`src/rtl/matmul_8x8_host_ctrl.sv`:
```
// Host-side sequencer for the 8x8 matrix-multiply datapath: streams A/B words
// into the operand BRAMs, runs the multiply with a timeout, then streams C out.
//
// state      | meaning
// IDLE       | waiting for go
// LOAD_A     | accepting A words, writing bank A
// LOAD_B     | accepting B words, writing bank B
// LOAD_FLUSH | last registered B write lands
// COMPUTE    | multiplier running, timeout counting
// RD_ADDR    | C read address presented
// RD_WAIT    | BRAM read latency, capture at end
// RD_OUT     | result word offered on the output stream
module matmul_8x8_host_ctrl #(
    parameter int DWIDTH  = 16,
    parameter int AWIDTH  = 7,
    parameter int A_WORDS = 8,
    parameter int B_WORDS = 8,
    parameter int C_WORDS = 16,
    parameter int C_BASE  = 0,
    parameter int TIMEOUT = 1023
) (
    input  logic                  clk,
    input  logic                  reset,
    input  logic                  go,
    output logic                  busy,
    output logic                  run_done,
    output logic                  err,
    input  logic                  in_valid,
    output logic                  in_ready,
    input  logic [4*DWIDTH-1:0]   in_data,
    output logic                  out_valid,
    input  logic                  out_ready,
    output logic [4*DWIDTH-1:0]   out_data,
    output logic                  enable_writing_to_mem,
    output logic                  enable_reading_from_mem,
    output logic                  we_a,
    output logic                  we_b,
    output logic                  we_c,
    output logic                  start_mat_mul,
    output logic [AWIDTH-1:0]     addr_pi,
    output logic [4*DWIDTH-1:0]   data_pi,
    input  logic                  done_mat_mul,
    input  logic [4*DWIDTH-1:0]   data_from_out_mat
);

    localparam int CW = (TIMEOUT > 1) ? $clog2(TIMEOUT + 1) : 1;
    localparam logic [AWIDTH-1:0] A_LAST  = AWIDTH'(A_WORDS - 1);
    localparam logic [AWIDTH-1:0] B_LAST  = AWIDTH'(B_WORDS - 1);
    localparam logic [AWIDTH-1:0] C_LAST  = AWIDTH'(C_WORDS - 1);
    localparam logic [AWIDTH-1:0] C_START = AWIDTH'(C_BASE);
    localparam logic [CW-1:0]     TO_LAST = CW'(TIMEOUT - 1);

    typedef enum logic [2:0] {
        S_IDLE,
        S_LOAD_A,
        S_LOAD_B,
        S_LOAD_FLUSH,
        S_COMPUTE,
        S_RD_ADDR,
        S_RD_WAIT,
        S_RD_OUT
    } state_t;

    state_t                r_state;
    state_t                w_next;
    logic [AWIDTH-1:0]     r_ld_idx;
    logic [AWIDTH-1:0]     r_rd_idx;
    logic [CW-1:0]         r_cnt;
    logic                  r_we_a;
    logic                  r_we_b;
    logic [AWIDTH-1:0]     r_addr_wr;
    logic [4*DWIDTH-1:0]   r_data_pi;
    logic [4*DWIDTH-1:0]   r_out_data;
    logic                  r_err;
    logic                  r_run_done;

    logic                  w_loading;
    logic                  w_accept;
    logic                  w_ld_last;
    logic                  w_timeout;
    logic                  w_last_out;
    logic                  w_reading;

    assign w_loading = (r_state == S_LOAD_A) || (r_state == S_LOAD_B);
    assign w_accept  = in_valid && w_loading;
    assign w_reading = (r_state == S_RD_ADDR) || (r_state == S_RD_WAIT);

    always_comb begin
        w_next     = r_state;
        w_ld_last  = 1'b0;
        w_timeout  = 1'b0;
        w_last_out = 1'b0;
        case (r_state)
            S_IDLE: begin
                if (go) w_next = S_LOAD_A;
            end
            S_LOAD_A: begin
                if (w_accept && r_ld_idx == A_LAST) begin
                    w_ld_last = 1'b1;
                    w_next    = S_LOAD_B;
                end
            end
            S_LOAD_B: begin
                if (w_accept && r_ld_idx == B_LAST) begin
                    w_ld_last = 1'b1;
                    w_next    = S_LOAD_FLUSH;
                end
            end
            S_LOAD_FLUSH: w_next = S_COMPUTE;
            S_COMPUTE: begin
                // done wins over a timeout landing on the same cycle
                if (done_mat_mul) begin
                    w_next = S_RD_ADDR;
                end else if (r_cnt == TO_LAST) begin
                    w_timeout = 1'b1;
                    w_next    = S_IDLE;
                end
            end
            S_RD_ADDR: w_next = S_RD_WAIT;
            S_RD_WAIT: w_next = S_RD_OUT;
            S_RD_OUT: begin
                if (out_ready) begin
                    if (r_rd_idx == C_LAST) begin
                        w_last_out = 1'b1;
                        w_next     = S_IDLE;
                    end else begin
                        w_next = S_RD_ADDR;
                    end
                end
            end
            default: w_next = S_IDLE;
        endcase
    end

    always_ff @(posedge clk or posedge reset) begin
        if (reset) begin
            r_state    <= S_IDLE;
            r_ld_idx   <= '0;
            r_rd_idx   <= '0;
            r_cnt      <= '0;
            r_we_a     <= 1'b0;
            r_we_b     <= 1'b0;
            r_addr_wr  <= '0;
            r_data_pi  <= '0;
            r_out_data <= '0;
            r_err      <= 1'b0;
            r_run_done <= 1'b0;
        end else begin
            r_state    <= w_next;
            r_we_a     <= w_accept && (r_state == S_LOAD_A);
            r_we_b     <= w_accept && (r_state == S_LOAD_B);
            r_run_done <= w_last_out;

            if (w_accept) begin
                r_addr_wr <= r_ld_idx;
                r_data_pi <= in_data;
            end

            if (r_state == S_IDLE)
                r_ld_idx <= '0;
            else if (w_accept)
                r_ld_idx <= w_ld_last ? '0 : r_ld_idx + 1'b1;

            if (r_state == S_COMPUTE)
                r_cnt <= r_cnt + 1'b1;
            else
                r_cnt <= '0;

            if (r_state == S_IDLE || r_state == S_COMPUTE)
                r_rd_idx <= '0;
            else if (r_state == S_RD_OUT && out_ready)
                r_rd_idx <= r_rd_idx + 1'b1;

            // BRAM has one cycle of read latency; data is valid during RD_WAIT
            if (r_state == S_RD_WAIT)
                r_out_data <= data_from_out_mat;

            if (r_state == S_IDLE && go)
                r_err <= 1'b0;
            else if (w_timeout)
                r_err <= 1'b1;
        end
    end

    assign busy                    = (r_state != S_IDLE);
    assign in_ready                = w_loading;
    assign enable_writing_to_mem   = w_loading || (r_state == S_LOAD_FLUSH);
    assign enable_reading_from_mem = w_reading;
    assign start_mat_mul           = (r_state == S_COMPUTE);
    assign we_c                    = (r_state == S_COMPUTE);
    assign we_a                    = r_we_a;
    assign we_b                    = r_we_b;
    assign addr_pi                 = w_reading ? (C_START + r_rd_idx) : r_addr_wr;
    assign data_pi                 = r_data_pi;
    assign out_valid               = (r_state == S_RD_OUT);
    assign out_data                = r_out_data;
    assign err                     = r_err;
    assign run_done                = r_run_done;

endmodule

```
`config.mk`:
```
export PLATFORM = sky130hd
export DESIGN_NAME = matmul_8x8_host_ctrl
export DESIGN_NICKNAME = d
export VERILOG_FILES = /design/src/rtl/matmul_8x8_host_ctrl.sv
export SDC_FILE = /design/constraint.sdc
export NUM_CORES = 1
export LEC_CHECK = 0
export ABC_CLOCK_PERIOD_IN_PS = 5300
export BUFFER_PORTS_ARGS = -buffer_cell sky130_fd_sc_hd__buf_4
export CAP_MARGIN = 20
export CORE_MARGIN = 2
export CORE_UTILIZATION = 34
export DETAILED_ROUTE_END_ITERATION = 8
export SLEW_MARGIN = 40
export SYNTH_ARGS = -nofsm -noshare
export SYNTH_HDL_FRONTEND = slang
export SYNTH_SLANG_ARGS = --single-unit
```
`constraint.sdc`:
```
create_clock -name clk -period 5.3 [get_ports clk]
set_input_delay 1.06 -clock clk [delete_from_list [all_inputs] [get_ports clk]]
set_output_delay 1.06 -clock clk [all_outputs]
set_load 0.05 [all_outputs]
```
==> results.py <==
metrics = {
    "status": {
        "status": "complete, no violations",
    },
    "route": {
        "vias_per_cell": 4.50,
        "drc": 0,
        "drt_first_pass_iters": 4,
        "postRouteAntennaNets": 0,
        "first_iter_violations": 207,
        "vias": 5227,
        "wl_um": 17200,
        "wire_per_inst_um": 14.8,
    },
    "cells_and_area": {
        "antenna_cells": 0,
        "nFillCells": 1835,
        "syn_to_final_growth_pct": 43.6,
        "final_cells": 1162,
        "nets": 1022,
        "layout-drive-gt1-share_pct": 36.1,
        "mostFrequentLayoutCells": "buf_4 (282), nand2_1 (223), dfrtp_1 (166)",
        "final_common_cell": "buf_4",
    },
    "floorplan": {
        "die_y_um": 145,
        "die_w_um": 145,
        "dieArea_um2": 20900,
        "io_pins": 280,
        "initial_core_util_pct": 34.6,
        "core_um2": 19500,
        "fp-row-count": 51,
    },
    "hold_path": {
        "min-delay-start": "data_pi[37]$_DFFE_PP0P_",
        "hold_path_end": "data_pi[37]$_DFFE_PP0P_",
        "worst_hold_path_type": "flop to flop",
        "hold-path-cell-count": 2,
    },
    "critical_path": {
        "crit_type": "flop to output port",
        "start_kind": "flop",
        "cp-end-kind": "output port",
        "timing.rr.end": "r_ld_idx[4]$_DFFE_PP0P_",
        "cp.arrival_ps": 2370,
        "worstPathRequired_ps": 4240,
        "reg2reg_depth": 5,
        "crit_fanout": 14,
        "reg2reg_slack_ps": 2830,
        "r2r_start": "r_state[0]$_DFFE_PP0P_",
    },
    "global_route": {
        "grt_pass1_vias": 4955,
        "grt_max_degree": 91,
        "grt_antenna_before_repair": 0,
        "grt_pass1_wl_um": 25600,
        "grt_usage_pct": 15.9,
        "overflow": 0,
    },
    "placed_design": {
        "placedCellCount": 1130,
        "dp_worst_setup_slack_ps": 2300,
        "hpwlAfterDp_um": 12300,
        "gp_congestion": 0.749,
        "port_buffers": 279,
    },
    "sta": {
        "worst_pin_slew_ps": 701,
        "worst_slack_ps": 1870,
        "fmax_ghz": 0.292,
        "grt_setup_unrepaired": "false",
        "finalSetupViolCount": 0,
        "hold_violations": 0,
        "setup-tns-final_ps": 0,
        "timing.final.crit_period_ps": 3430,
        "period_share_pct": 64.7,
        "slew_viol_final": 0,
        "relSlewSlack_pct": 53.1,
        "fin_skew_ps": 8.23,
    },
    "synthesis": {
        "synth_flop_cell": "dfrtp_1",
        "syn-cell-area_um2": 6730,
        "synth.avg_cell_area_um2": 11.0,
        "syn_nets": 748,
        "synth_seq_cells": 166,
        "synthTopCellsByArea": "dfrtp_1 (62%), nand2_1 (12%), mux2_1 (12%), xnor2_1 (1.3%), buf_6 (1.0%)",
        "yosysUniqueCellTypes": 39,
        "yosysTopAreaCell": "dfrtp_1",
        "yosysSeqAreaShare_pct": 61.7,
        "postSynthCellCount": 610,
        "async_flop_share_pct": 100,
        "yosys_warnings": 0,
        "synth-edff-count": 0,
        "synth_top_area_share_pct": 61.7,
    },
    "clocking": {
        "numCtsBuffers": 17,
        "cts_setup_buffers": 0,
        "root_buffer": "clkbuf_16",
        "clk_path_buf_depth": 2,
        "postCtsHoldBufs": 0,
        "clock-sinks": 166,
        "cts_tree": "yes",
        "worstSkewPairLatency_ps": 420,
        "cts_resized": 0,
        "h-tree-depth": 4,
        "clk_pin_slew_ps": 70,
    },
    "pwr": {
        "switching_share_pct": 42.6,
        "p_int_uw": 3020,
        "p_leak_uw": 0.00496,
        "ir_drop_mv": 0.201,
        "power_density_nw_per_um2": 544,
        "p_sw_uw": 2240,
        "comb_power_share_pct": 43.3,
        "power.share.clock_pct": 23.4,
        "p_seq_share_pct": 33.3,
    },
    "flow_run": {
        "max_cap_violations": 0,
    },
}
-- area by class of cell --
type,instances,area (um^2),share of cell area (%)
repair buffers,285,2180,22.6
clock inverters,13,148,1.53
flip-flops and latches,166,4150,43.0
multi-input cells,404,2360,24.4
well taps,265,332,3.43
clock buffers,19,443,4.58
inverters,10,41.3,0.427
-- registers in the layout, summed over array words and instances (netlist names), 3 cells and up --
signal / count
r_ld_idx: 7
out_data: 64
data_pi: 64
r_state: 3
r_rd_idx: 7
r_addr_wr: 7
r_cnt: 10
-- synthesized netlist by cell type (6+ instances only) --
library cell  instances
a21oi_1               9
buf_2                 6
buf_4                 6
buf_6                 6
clkbuf_1              7
dfrtp_1             166
inv_1                 9
mux2_1               72
nand2_1             224
nand3_1              10
nor2_1               17
nor3_1                9
o21ai_0               6
or3_1                 7
xnor2_1              10
-- layer usage --
layer	vias to the layer above	share of wire [%]	wire (um)	global-route usage, %
met4	0	1.6	280	5.98
met3	17	8.8	1500	5.20
li1	2553	-	-	-
met5	-	0	0	0
met1	2461	42	7170	19.9
met2	196	48	8220	25.6
-- worst max-delay path by stage --
stage,startpoint,to,slack [ps],depth (start not counted)
after detailed placement,r_state[0]$_DFFE_PP0P_,we_c,2300,4
after floorplan,reset,data_pi[0]$_DFFE_PP0P_,2130,1
after global routing,r_state[0]$_DFFE_PP0P_,we_c,1620,4
after global placement,r_state[0]$_DFFE_PP0P_,start_mat_mul,2320,4
after CTS,r_state[0]$_DFFE_PP0P_,we_c,1820,4
final,r_state[0]$_DFFE_PP0P_,we_c,1870,4
-- critical path, cell delays in order, from the launching register on --
cell and delay, ps:
dfrtp_1 560, nor2_1 620, nand2_1 390, inv_1 160, buf_4 210
-- logic make-up after synthesis --
kind of cell / Yosys count / synth area share (%)
AO/OA/AOI/OAI: 29 / 2.58
XOR/XNOR: 14 / 1.93
buffers and inverters: 40 / 3.35
flip-flops: 166 / 61.7
AND/OR/NAND/NOR: 284 / 17.5
multiplexers: 73 / 12.2
adder cells (fa/ha/maj): 4 / 0.744
-- power by group through the flow --
stage	Clock (uW)	Sequential (uW)	Combinational (uW)
after floorplan	0	2720	651
after global placement	0	1760	2270
after detailed placement	0	1780	2300
after CTS	1280	1760	2310
after global routing	1330	1800	2390
final	1230	1750	2270
-- stage by stage --
stage | util [%] | cell area [um^2] | hold slack, ps | total power, uW
floorplan | - | 6730 | 442 | 3370
global placement | 46.4 | 9020 | 459 | 4040
detailed placement | 46.6 | 9070 | 463 | 4080
CTS | 49.6 | 9660 | 479 | 5340
global route | 49.6 | 9660 | 500 | 5520
finish | 49.6 | 9660 | 472 | 5260
Power figures use the tool's default switching activity.
